### src/rtl/sdram_sched.sv
// Three-way SDRAM command arbiter with auto-refresh scheduling.
// ch2 is promoted above ch0/ch1 once it has lost STARVE_LIMIT arbitrations in a row.
module sdram_sched #(
    parameter int ADDR_BITS      = 22,
    parameter int REFRESH_CYCLES = 780,
    parameter int STARVE_LIMIT   = 16
) (
    input  logic                 clk,
    input  logic                 async_nreset,
    input  logic                 ch0_req,
    input  logic                 ch0_we,
    input  logic [ADDR_BITS-1:0] ch0_addr,
    input  logic [15:0]          ch0_wdata,
    output logic [15:0]          ch0_rdata,
    output logic                 ch0_done,
    input  logic                 ch1_req,
    input  logic                 ch1_we,
    input  logic [ADDR_BITS-1:0] ch1_addr,
    input  logic [15:0]          ch1_wdata,
    output logic [15:0]          ch1_rdata,
    output logic                 ch1_done,
    input  logic                 ch2_req,
    input  logic                 ch2_we,
    input  logic [ADDR_BITS-1:0] ch2_addr,
    input  logic [15:0]          ch2_wdata,
    output logic [15:0]          ch2_rdata,
    output logic                 ch2_done,
    input  logic                 refresh_hint,
    output logic                 mem_req,
    output logic                 mem_ref,
    output logic                 mem_we,
    output logic [ADDR_BITS-1:0] mem_addr,
    output logic [15:0]          mem_wdata,
    input  logic [15:0]          mem_rdata,
    input  logic                 mem_done,
    output logic                 ref_overrun
);
    localparam int TW = (REFRESH_CYCLES > 1) ? $clog2(REFRESH_CYCLES) : 1;
    localparam int SW = $clog2(STARVE_LIMIT + 1);
    localparam logic [TW-1:0] TMR_RELOAD = TW'(REFRESH_CYCLES - 1);
    localparam logic [SW-1:0] STARVE_MAX = SW'(STARVE_LIMIT);

    typedef enum logic [1:0] {S_IDLE, S_ISSUE, S_WAIT, S_REFRESH} state_t;

    state_t                 r_state;
    state_t                 w_state_next;
    logic [1:0]             r_chan;
    logic                   r_mem_we;
    logic [ADDR_BITS-1:0]   r_mem_addr;
    logic [15:0]            r_mem_wdata;
    logic                   r_mem_ref;
    logic [2:0]             r_done;
    logic [15:0]            r_rdata [3];
    logic                   r_ref_pending;
    logic                   r_overrun;
    logic [TW-1:0]          r_timer;
    logic [SW-1:0]          r_starve;

    logic [2:0]             w_req;
    logic [2:0]             w_we;
    logic [ADDR_BITS-1:0]   w_addr [3];
    logic [15:0]            w_wdata [3];
    logic                   w_tmr_zero;
    logic                   w_ref_now;
    logic                   w_grant;
    logic [1:0]             w_grant_ch;
    logic                   w_do_ref;

    assign w_req      = {ch2_req, ch1_req, ch0_req};
    assign w_we       = {ch2_we, ch1_we, ch0_we};
    assign w_addr[0]  = ch0_addr;
    assign w_addr[1]  = ch1_addr;
    assign w_addr[2]  = ch2_addr;
    assign w_wdata[0] = ch0_wdata;
    assign w_wdata[1] = ch1_wdata;
    assign w_wdata[2] = ch2_wdata;

    // A hint or expiry arriving this cycle is serviced at once, as if already pending.
    assign w_tmr_zero = (r_timer == '0);
    assign w_ref_now  = r_ref_pending | refresh_hint | w_tmr_zero;

    always_comb begin
        w_state_next = r_state;
        w_grant      = 1'b0;
        w_grant_ch   = 2'd0;
        w_do_ref     = 1'b0;
        case (r_state)
            S_IDLE: begin
                if (w_ref_now) begin
                    w_do_ref     = 1'b1;
                    w_state_next = S_REFRESH;
                end else if (w_req[2] && (r_starve == STARVE_MAX)) begin
                    w_grant      = 1'b1;
                    w_grant_ch   = 2'd2;
                    w_state_next = S_ISSUE;
                end else if (w_req[0]) begin
                    w_grant      = 1'b1;
                    w_grant_ch   = 2'd0;
                    w_state_next = S_ISSUE;
                end else if (w_req[1]) begin
                    w_grant      = 1'b1;
                    w_grant_ch   = 2'd1;
                    w_state_next = S_ISSUE;
                end else if (w_req[2]) begin
                    w_grant      = 1'b1;
                    w_grant_ch   = 2'd2;
                    w_state_next = S_ISSUE;
                end
            end
            S_ISSUE:   w_state_next = S_WAIT;
            S_WAIT:    if (mem_done) w_state_next = S_IDLE;
            S_REFRESH: if (mem_done) w_state_next = S_IDLE;
            default:   w_state_next = S_IDLE;
        endcase
    end

    always_ff @(posedge clk or negedge async_nreset) begin
        if (!async_nreset) begin
            r_state       <= S_IDLE;
            r_chan        <= 2'd0;
            r_mem_we      <= 1'b0;
            r_mem_addr    <= '0;
            r_mem_wdata   <= '0;
            r_mem_ref     <= 1'b0;
            r_done        <= '0;
            r_rdata[0]    <= '0;
            r_rdata[1]    <= '0;
            r_rdata[2]    <= '0;
            r_ref_pending <= 1'b0;
            r_overrun     <= 1'b0;
            r_timer       <= TMR_RELOAD;
            r_starve      <= '0;
        end else begin
            r_state   <= w_state_next;
            r_mem_ref <= w_do_ref;
            r_done    <= '0;
            if (w_grant) begin
                r_chan      <= w_grant_ch;
                r_mem_we    <= w_we[w_grant_ch];
                r_mem_addr  <= w_addr[w_grant_ch];
                r_mem_wdata <= w_wdata[w_grant_ch];
            end
            if ((r_state == S_WAIT) && mem_done) begin
                r_done[r_chan] <= 1'b1;
                if (!r_mem_we) r_rdata[r_chan] <= mem_rdata;
            end

            if (refresh_hint || w_tmr_zero) r_timer <= TMR_RELOAD;
            else                            r_timer <= r_timer - TW'(1);
            if (w_tmr_zero && r_ref_pending) r_overrun <= 1'b1;
            if (w_do_ref)                           r_ref_pending <= 1'b0;
            else if (refresh_hint || w_tmr_zero)    r_ref_pending <= 1'b1;

            if (!w_req[2] || (w_grant && (w_grant_ch == 2'd2))) r_starve <= '0;
            else if (w_grant && (r_starve != STARVE_MAX))      r_starve <= r_starve + SW'(1);
        end
    end

    assign mem_req     = (r_state == S_ISSUE);
    assign mem_ref     = r_mem_ref;
    assign mem_we      = r_mem_we;
    assign mem_addr    = r_mem_addr;
    assign mem_wdata   = r_mem_wdata;
    assign ref_overrun = r_overrun;
    assign ch0_rdata   = r_rdata[0];
    assign ch1_rdata   = r_rdata[1];
    assign ch2_rdata   = r_rdata[2];
    assign ch0_done    = r_done[0];
    assign ch1_done    = r_done[1];
    assign ch2_done    = r_done[2];
endmodule
### config.mk
export PLATFORM = sky130hd
export DESIGN_NAME = sdram_sched
export DESIGN_NICKNAME = d
export VERILOG_FILES = /design/src/rtl/sdram_sched.sv
export SDC_FILE = /design/constraint.sdc
export NUM_CORES = 1
export LEC_CHECK = 0
export BUFFER_PORTS_ARGS = -buffer_cell sky130_fd_sc_hd__buf_2
export CORE_UTILIZATION = 51
export CTS_CLUSTER_SIZE = 25
export DETAILED_ROUTE_END_ITERATION = 6
export GPL_TIMING_DRIVEN = 0
export MAX_ROUTING_LAYER = met4
export PLACE_DENSITY = 0.86
export SETUP_SLACK_MARGIN = 0.02
export SKIP_LAST_GASP = 1
export SLEW_MARGIN = 20
export SYNTH_ARGS = -nofsm -noshare
export SYNTH_HDL_FRONTEND = slang
export SYNTH_SLANG_ARGS = --single-unit
### constraint.sdc
create_clock -name clk -period 3.4 [get_ports clk]
set_clock_uncertainty 0.05 [all_clocks]
set_input_delay 0.17 -clock clk [delete_from_list [all_inputs] [get_ports clk]]
set_output_delay 0.17 -clock clk [all_outputs]
set_load 0.1 [all_outputs]
==> flow_results.org, run 1 <==
** Timing
- Number of failing hold endpoints at the final stage :: 0
- The max-slew violation count was 0.
- Least-Margin Pin Slew :: 917 ps
- Final min period :: 2720 ps
- Measured against its own limit, the worst slew margin works out to 38.3%.
- Number of endpoints failing setup at the final stage :: 0
- Final Cycle Share :: 80.1%
- Setup repair after global routing left no endpoint under its margin.
- Setup total negative slack on the finished layout was measured at 0 ps.
- Maximum clock frequency :: 367 MHz

** Critical path
- STA classifies the critical path startpoint as a register.
- STA classifies the critical path endpoint as a register.
- STA puts the critical path data required time at 3580 ps.
- Maximum fanout encountered on the critical timing path :: 10
- Data arrives at the worst endpoint at 2900 ps.
- Type of the setup path with the least slack :: reg -> reg

** Synthesis
- Seq cells post-synth :: 112
- Top-area cell type share of the netlist area :: 53.0%
- Counting every instance in the synthesized netlist gives 447.
- The synthesized netlist occupies a cell area of 5050 sq um.
- Summed over all instances, the cell type with the most area after synthesis is dfrtp_1.
- Most area-consuming cells after synthesis :: dfrtp_1, mux2_2, a22oi_1
- Async set-or-reset flop fraction in the synthesized netlist :: 100%
- Synth unique cells :: 39
- Synthesis produced a netlist with a net count of 590.
- Yosys instantiated no cell more often than dfrtp_1.
- The share of the Yosys chip area taken by registers is 55.6%.
- Number of synthesized flops with an enable pin :: 0
- For this run, the leading register cell type out of synthesis is dfrtp_1.
- Averaged over all synthesized cells, the footprint is 11.3 sq um.
- For this run, the number of Yosys warnings is 0.
- The commonest cells after synthesis are dfrtp_1, mux2_2, a21oi_1.

** Detailed routing
- DR vias/cell :: 5.56
- Post-route DRC :: 0
- After detailed routing, the total wire length is 13,700 um.
- Router iterations before antenna repair :: 4
- Count of nets left with antenna violations after detail routing :: 0
- After the first detailed-routing iteration, the DRC count stood at 203.
- Vias after detailed routing :: 4,654
- Wire per inst :: 16.4 um

** Layout
- Once layout is complete, the utilization of the core stands at 71.5%.
- Fin nets :: 846
- Area growth from synthesis to final layout :: 33.2%
- The multi-input combinational cells in the finished layout cover a total of 2060 sq um.
- Cells with a size suffix above 1 make up 45.1% of the layout.
- Ant. Diodes :: 0
- Filler cells :: 721
- Combined flip-flop and latch cell area :: 2810 sq um

** Global routing
- Maximum number of pins on one net before global-route repair :: 59
- The initial antenna violation count is 0.
- The number of global-route vias before repair was 4,629.
- After global routing the overflow that remains totals 0.
- The first global-routing pass estimated 22,000 um of wire.
- Global routing consumed, over all layers together, 28.4% of the routing resources.

** Clock network
- Clock Sink Count :: 112
- Clock tree synthesis inserted a total of 9 buffers.
- Clock root buffer :: clkbuf_8
- Post-CTS repair changed the size of 0 cells.
- Clock slew at reported path FFs :: 120 ps
- TritonCTS built the clock tree.
- Maximum buffer depth of the clock tree :: 2
- Clock Latency Late Sink :: 370 ps
- The clock tree synthesis step divided the H-tree into 3 levels.

** Die
- Site Rows :: 35
- Vert. Die Dim :: 102 um
- Area of the die :: 10,300 sq um
- Count of pins on the block boundary :: 233
- Core Box Area :: 9420 sq um
- For this configuration, the core starts out at a cell density of 53.7%.
- Width of the chip :: 102 um

** Run status
- The run finished with clean final reports.

** Place
- Port Buf Inserts :: 232
- Final weighted congestion in routability-driven placement :: 0.949
- The wire-length estimate of the detail-placed layout is 10,500 um.

** Worst hold path
- The min-delay analysis places its worst path in the category in -> reg.

** Run
- Max-cap violations :: 0
[cell usage in the layout (no fill, tap or decap), types with 2 or more instances in the layout]
cell type      Yosys  routed
a21oi_1           45      45
a22oi_1           39      39
a31oi_1           39      39
buf_1              5       5
buf_2             12     243
clkbuf_1          20      20
clkbuf_8           0       9
clkinv_4           0       3
clkinv_8           0       2
dfrtp_1          107     107
dfstp_2            5       5
dlygate4sd3_1      0      12
ha_1               3       3
inv_1              7       7
inv_6              0       2
mux2_2            48      48
nand2_1            7       7
nand3_1            4       4
nand4_1            2       2
nor2_1            15      15
nor2b_1            4       4
nor3_1             4       4
nor4_1             2       2
o211a_1            2       2
o21ai_0           22      22
o21ai_1           21      21
o2bb2ai_1          2       2
o31ai_1            5       5
or3_1              5       5
or4_1              4       4
xnor2_1            3       3
xor2_1             3       3
[through the flow]
step                      hold slack [ps]  setup slack [ps]  std cells  area (sq um)
final                                4.39               678        837          6730
after floorplan                      -176              1170        447          5050
after global placement                328               790        808          6370
after global routing                 2.13               498        837          6730
after detailed placement              109               694        809          6410
after CTS                            1.91               684        837          6730
[cell type report]
cell class	count	share of cell area, %
clock inverter	7	1.13
inverter	7	0.390
timing repair buffer	245	19.5
buffer	37	2.29
multi-input combinational	291	30.7
tap	129	2.40
clock buffer	9	1.84
sequential	112	41.7
[final timing paths]
| path | startpoint | endpoint | slack [ps] | cells past startpoint |
|---|---|---|---|---|
| setup / recovery | r_timer[0] | mem_addr[19] | 680 | 8 |
| max in group asynchronous | async_nreset | r_done[2] | 2390 | 3 |
| hold / removal | ch0_addr[17] | mem_addr[17] | 4 | 3 |
| min in group asynchronous | async_nreset | mem_addr[13] | 250 | 2 |
| setup reg to reg | r_timer[0] | mem_addr[19] | 680 | 8 |
| hold reg to reg | r_timer[0] | r_timer[0] | 430 | 1 |
[sequential cells by signal, summed over array words and instances (netlist names), 3 cells and up]
signal,count
ch0_rdata,16
ch1_rdata,16
ch2_rdata,16
mem_addr,22
mem_wdata,16
r_done,3
r_starve,5
r_timer,10
[metal layers]
metal / up-vias / share of wire (%) / track usage, %
met5: - / 0 / -
met4: 0 / 1.6 / 8.14
met3: 18 / 5.2 / 3.93
met2: 196 / 53 / 50.1
met1: 2236 / 40 / 33.8
li1: 2204 / - / -
[cells by family (layout without fill, tap and decap cells)]
kind of cell | after synthesis | after routing | synth area share (%)
xor+xnor | 6 | 6 | 1.04
simple gates | 53 | 53 | 5.89
buf+inv | 44 | 305 | 3.57
mux | 49 | 49 | 10.9
flops | 112 | 112 | 55.6
fa+ha+maj | 3 | 3 | 0.743
compound gates | 180 | 180 | 22.2
[worst max-delay path: stages (launching register included)]
cell	delay (ps)
dfstp_2	580
inv_1	50
ha_1	210
or3b_1	170
clkbuf_1	360
o41ai_4	200
nor2_1	420
clkbuf_1	390
a31oi_1	150
[what timing repair did]
action | CTS | global route
buffers inserted | 0 | 0
hold buffers | 12 | 0
endpoints found under the hold margin | 70 | 0
Power of run 1 is left out: the tool's default activity adds up to more than one toggle a clock period on the data nets, which glitch-free logic cannot reach.
==> inputs of run 2 (changes only) <==
Settings changed: ABC_AREA from default to 1, CORE_UTILIZATION 51 to 46, PLACE_DENSITY 0.86 to 0.78.
Clock period 3.4 ns to 2.35 ns, I/O delays scaled along.
==> flow_results.org, run 2 <==
** Run status
- Outcome :: complete, no violations

** Synthesis
- By area the synthesized netlist is led by dfrtp_1, inv_1, nand2_1.
- After synthesis, the mean cell area works out to 8.74 sq um.
- Of the synthesized area, sequential elements account for 43.5%.
- When the netlist entered floorplanning its net count stood at 881.
- Sorting the synthesized cells by how often they occur yields inv_1, nand2_1, dfrtp_1.
- The synthesized design contains 112 register bits.
- The synthesized design devotes to its leading area cell type 41.5% of total area.
- During synthesis, Yosys emitted a total of 0 warnings.
- Post-synth top area cell :: dfrtp_1
- The most used flip-flop cell after synthesis is dfrtp_1.
- Async set-or-reset flop fraction in the synthesized netlist :: 100%
- Most frequent cell after synthesis :: inv_1
- Number of synthesized flops with an enable pin :: 0
- The cell area that synthesis handed to floorplanning was 6450 sq um.
- Mapped Cells :: 738
- Synth unique cells :: 41

** Clock network
- CTS built an H-tree with a depth of 3.
- TritonCTS clock tree :: yes
- The clock passes through at most 2 buffers.
- Counting the buffers created by CTS gives 9.
- Buffers inserted by post-CTS timing repair :: 0
- Clock root buffer :: clkbuf_16
- Clock slew at reported path FFs :: 80 ps
- After clock tree synthesis, the flow added hold-fix buffers numbering 11.
- Clock Latency Late Sink :: 360 ps
- Resized cells post-CTS :: 0
- Clock Sink Count :: 112

** Critical path
- For the worst setup path, the data required time is 2540 ps.
- For flop-to-flop paths, the worst setup slack is 220 ps.
- The worst setup path is launched from a register.
- Type of the setup path with the least slack :: reg -> reg
- Crit path DAT :: 2330 ps
- The worst setup path is captured at a register.
- Maximum fanout encountered on the critical timing path :: 10

** Layout
- Fin nets :: 1,136
- The register with the most flip-flops in the layout has 22 of them.
- Share of layout cells above drive strength 1 :: 41.7%
- Cell Count, Final, Fillers Out :: 1,176
- Fin util :: 61.6%
- Most frequent cells in the layout :: buf_2, inv_1, nand2_1
- Leaving out fill and tap cells, the most frequent cell in the layout is buf_2.
- After filler insertion, the fill cell instance count of the layout stands at 1,213.
- From synthesis to final layout, the design area changed by 28.4%.

** Die
- Core Box Area :: 13,500 sq um
- Area of the die :: 14,500 sq um
- Vert. Die Dim :: 120 um
- Starting utilization of the core area :: 48.0%
- After floorplanning, the core was divided into 42 placement rows.
- During I/O placement, the number of pins put on the boundary was 233.
- Width of the chip :: 120 um

** Timing
- Number of failing hold endpoints at the final stage :: 0
- Unrepaired setup endpoints after global routing :: no
- Min setup slack post-route :: 217 ps
- Tightest slew margin relative to the limit :: 65.0%
- Static timing analysis puts the maximum clock frequency at 469 MHz.
- Number of endpoints failing setup at the final stage :: 0
- Least-Margin Pin Slew :: 525 ps
- The max-slew violation count is 0.
- The clock period could shrink to 2130 ps.
- After layout, the worst path uses 90.8% of the clock period.

** Place
- At the end of routability-driven placement, the weighted congestion stood at 0.907.
- Port Buf Inserts :: 232
- Instance count after placement with tap cells included :: 1,147
- Setup Slack @ Placement :: 181 ps
- Detailed placement finished with a half-perimeter wire length of 13,200 um.

** Power and ir drop
- In this run the static leakage power is 4.59 nW.
- Of the total power, combinational logic draws 63.8%.
- The worst-case IR drop observed on VDD is 0.980 mV.
- Of the total power, the share spent switching nets is 62.1%.
- Power Internal :: 4.95 mW
- Net switching power of the design :: 8.13 mW
- Power spread over the standard cell area amounts to 1580 nW/um^2.
- Of the total power, the clock network draws 12.2%.
- Per report_power, the sequential group accounts for 23.9% of the total.

** Detailed routing
- For this block, the initial DRC count from the detailed router was 328.
- Wire per inst :: 14.8 um
- The routed design has 17,500 um of wire.
- Across all layers, the routed design uses 5,778 vias.
- Router iterations before antenna repair :: 7
- In the routed layout, each cell is associated on average with a via count of 4.91.
- Post-route DRC :: 0
- Once detail routing completed, the nets flagged for antenna violations numbered 0.

** Global routing
- Antenna violations before repair :: 1
- Maximum number of pins on one net before global-route repair :: 60
- The total overflow left after global routing is 0.
- First-pass GRT wire length :: 28,000 um
- GRT Resource Usage Total :: 25.8%
- Vias in the first global route :: 5,663

** Worst hold path
- The worst hold path belongs to the class in -> reg.

** Run
- The tool flagged a number of max-cap violations equal to 0.
run 2: final cells by class:
cell class / instances / area [sq um] / share of cell area (%)
antenna: 2 / 5.00 / 0.0604
tap: 176 / 220 / 2.66
clock inverter: 6 / 73.8 / 0.891
sequential: 112 / 2810 / 33.9
multi-input combinational: 425 / 2660 / 32.1
buffer: 41 / 374 / 4.51
inverter: 160 / 607 / 7.32
timing repair buffer: 244 / 1310 / 15.7
clock buffer: 10 / 229 / 2.76
run 2: metrics by stage:
step | TNS [ps] | total power, mW | hold slack (ps) | area, sq um
finish | 0 | 13.1 | 4.30 | 8290
detailed placement | 0 | 11.5 | 65.4 | 7870
global placement | -26990 | 11.4 | 352 | 7840
floorplan | 0 | 10.1 | -228 | 6450
global route | 0 | 13.6 | 12.2 | 8280
CTS | 0 | 13.2 | 0.442 | 8280
run 2: final timing paths:
check                                endpoint  cells past startpoint           from
worst max register to register   mem_addr[16]                      9     r_timer[0]
worst min-delay path            ch1_rdata[14]                      3  mem_rdata[14]
worst min register to register     r_timer[0]                      1     r_timer[0]
max in group asynchronous        ch0_rdata[3]                      3   async_nreset
min in group asynchronous       ch1_rdata[10]                      2   async_nreset
worst max-delay path             mem_addr[16]                      9     r_timer[0]
run 2: kinds of logic (layout without fill, tap and decap cells):
| group | count (synthesis) | after routing | synth area share, % |
|---|---|---|---|
| flip-flops | 112 | 112 | 43.5 |
| adder cells (fa/ha/maj) | 3 | 3 | 0.582 |
| AND/OR/NAND/NOR | 276 | 276 | 25.5 |
| XOR/XNOR | 4 | 4 | 0.543 |
| AO/OA/AOI/OAI | 142 | 142 | 14.7 |
| buffers and inverters | 201 | 461 | 15.2 |
| other | 0 | 2 | 0 |
run 2: power groups by stage:
stage | clock [mW] | sequential (mW) | combinational [mW]
final | 1.60 | 3.13 | 8.35
after global routing | 1.70 | 3.22 | 8.70
after CTS | 1.63 | 3.13 | 8.39
after detailed placement | 0 | 3.16 | 8.36
after global placement | 0 | 3.13 | 8.28
after floorplan | 0 | 8.37 | 1.72
run 2: critical path, stage by stage (launching register included):
cell	delay, ps
dfstp_2	530
inv_1	50
ha_1	210
nand2_2	100
nor2_4	60
nand3_4	180
nand4_1	250
buf_2	310
a21oi_1	190
a21oi_2	80
run 2: routing by layer:
layer / global-route usage [%] / vias to the layer above / wire length (um)
li1: - / 2851 / -
met5: - / - / 0
met3: 4.06 / 27 / 1030
met4: 10.3 / 0 / 412
met2: 42.5 / 223 / 8580
met1: 31.8 / 2677 / 7430
Note: power is estimated with default switching activity, not from simulation.
==> inputs of run 3 (changes only) <==
Settings changed: ABC_AREA 1 to default, CORE_UTILIZATION 46 to 44, CTS_BUF_LIST from default to sky130_fd_sc_hd__clkbuf_8, PLACE_DENSITY 0.78 to 0.79, SETUP_SLACK_MARGIN 0.02 to 0.1.
==> flow_results.org, run 3 (synthesis results as in run 1) <==
** Layout
- Most common cell after layout, fill and taps aside :: buf_2
- Fill cells in the final layout number 826.
- The count of cells in the finished layout, fillers not included, comes to 910.
- Area growth from synthesis to final layout :: 49.2%
- The net count of the finished layout is 908.
- In the final layout, flip-flops and latches occupy 2810 sq um.
- The register with the most flip-flops in the layout has 22 of them.
- Share of layout cells above drive strength 1 :: 47.3%
- Ant. Diodes :: 0
- In the layout the commonest cells are buf_2, dfrtp_1, dlygate4sd3_1.
- Multi-input combinational cell area :: 2210 sq um

** Critical path
- Launching element type of the critical path :: register
- STA puts the critical path data arrival time at 2480 ps.
- At the worst endpoint, the required time is 2600 ps.
- Crit path capture type :: register
- Across all register-to-register paths, the minimum setup slack is 120 ps.
- The critical path is of the reg -> reg type.
- Along the worst path, the maximum fanout reaches 8.

** Global routing
- Vias in the first global route :: 5,102
- GRT Resource Usage Total :: 26.9%
- Entering global routing, the biggest net connects 61 pins.
- The initial antenna violation count is 0.
- The first global-routing pass estimated 24,000 um of wire.
- Residual overflow from global routing :: 0

** Detailed routing
- Post-route DRC :: 4
- For this block, the via count after detailed routing is 5,033.
- Wire per inst :: 17.5 um
- Number of design-rule violations left by the first detailed-router iteration :: 283
- Summed over all layers, the routed wires come to 15,900 um.
- Once detail routing completed, the nets flagged for antenna violations numbered 0.
- The first detailed-routing pass took 7 iterations.
- DR vias/cell :: 5.53

** Timing
- For the pin with the worst max-slew slack, the measured transition is 743 ps.
- Counting I/O delays and the setup requirement, the final critical path takes 2230 ps.
- In the finished design, the share of the clock period the worst path needs comes to 95.1%.
- Pins Over Slew Limit :: 0
- Unrepaired setup endpoints after global routing :: yes
- Tightest slew margin relative to the limit :: 50.1%
- The number of hold-slack violations in the final timing report came to 0.
- Timing would allow up to 448 MHz.
- Setup violations remaining at the end of the flow were counted as 0.

** Place
- Instance count after placement with tap cells included :: 820
- Dpl hpwl :: 10,700 um
- Port Buf Inserts :: 232
- Final weighted congestion in routability-driven placement :: 0.833

** Clock network
- Clock slew at reported path FFs :: 120 ps
- Clock Sink Count :: 112
- Buffers inserted during clock tree synthesis total 9.
- Clock root buffer :: clkbuf_8
- CTS built an H-tree with a depth of 3.
- TritonCTS clock tree :: yes
- Clock Latency Late Sink :: 380 ps
- Maximum buffer depth of the clock tree :: 2

** Die
- Width of the chip :: 109 um
- The floorplan step defined a core boundary enclosing 11,000 sq um.
- 233 I/O pins were placed.
- The die covers 11,900 sq um.
- Vert. Die Dim :: 109 um
- Site Rows :: 38
- The initial utilization of the core area, before any placement, comes to 45.8%.

** Run status
- Violated checks :: design-rule violations
- The run finished, with violations left.

** Run
- Across the run, the number of max-cap violations was 0.

** Worst hold path
- Hold WC Path Type :: in -> reg
-- run 3: cell types whose count changed in the layout (fill, tap and decap cells not counted), sizes merged, moves of 45 or more --
cell / change
mux2: +49
dlygate4sd3: +50
nand2: -110
inv: -116
nand3: -45
-- run 3: path summary, 6_finish.rpt --
kind / start / endpoint / depth (start not counted)
worst max-delay path: r_timer[1] / mem_addr[14] / 8
max in group asynchronous: async_nreset / r_state[1] / 3
min in group asynchronous: async_nreset / ch0_rdata[7] / 2
worst min-delay path: ch2_wdata[9] / mem_wdata[9] / 3
worst max register to register: r_timer[1] / mem_addr[14] / 8
worst min register to register: ref_overrun / ref_overrun / 1
-- run 3: metrics by stage --
step / util [%] / worst slack (ps) / hold slack (ps) / instance area, sq um / setup TNS [ps]
finish: 68.4 / 116 / 4.56 / 7540 / 0
global route: 68.4 / 29.2 / 7.12 / 7540 / 0
CTS: 66.7 / 86.7 / 0.267 / 7360 / 0
detailed placement: 58.2 / -395 / 53.5 / 6420 / -12870
global placement: 57.9 / -294 / 293 / 6390 / -19690
floorplan: - / 125 / -228 / 5050 / 0
-- run 3: final cells by class --
type                            instances  share of cell area (%)
Clock inverter                          7                   0.813
Sequential cell                       112                    37.3
Multi-Input combinational cell        292                    29.3
Inverter                                7                   0.348
Tap cell                              140                    2.32
Buffer                                 33                    2.64
Timing Repair Buffer                  310                    25.6
Clock buffer                            9                    1.64
-- run 3: what timing repair did --
action / CTS / global route
gates resized for setup: 21 / 50
endpoints found under the setup margin: 66 / 70
gates cloned: 2 / 2
pin swaps: 2 / 6
hold buffers: 61 / 0
buffers inserted: 10 / 3
hold endpoints to repair: 143 / 0
-- run 3: routing by layer --
metal	track usage (%)	wire, um	vias to the layer above
met4	14.2	555	0
met3	5.26	1100	48
met2	44.2	7900	263
met1	31.2	6350	2392
met5	-	0	-
li1	-	-	2330
-- run 3: worst max-delay path: stages (launching register included) --
cell      delay, ps
dfstp_2         390
inv_1            60
ha_2            170
or3b_4          440
o41ai_4         400
buf_4           190
nor2_4           70
clkbuf_8        220
a31oi_1         150
Power of run 3 is left out for the same reason.
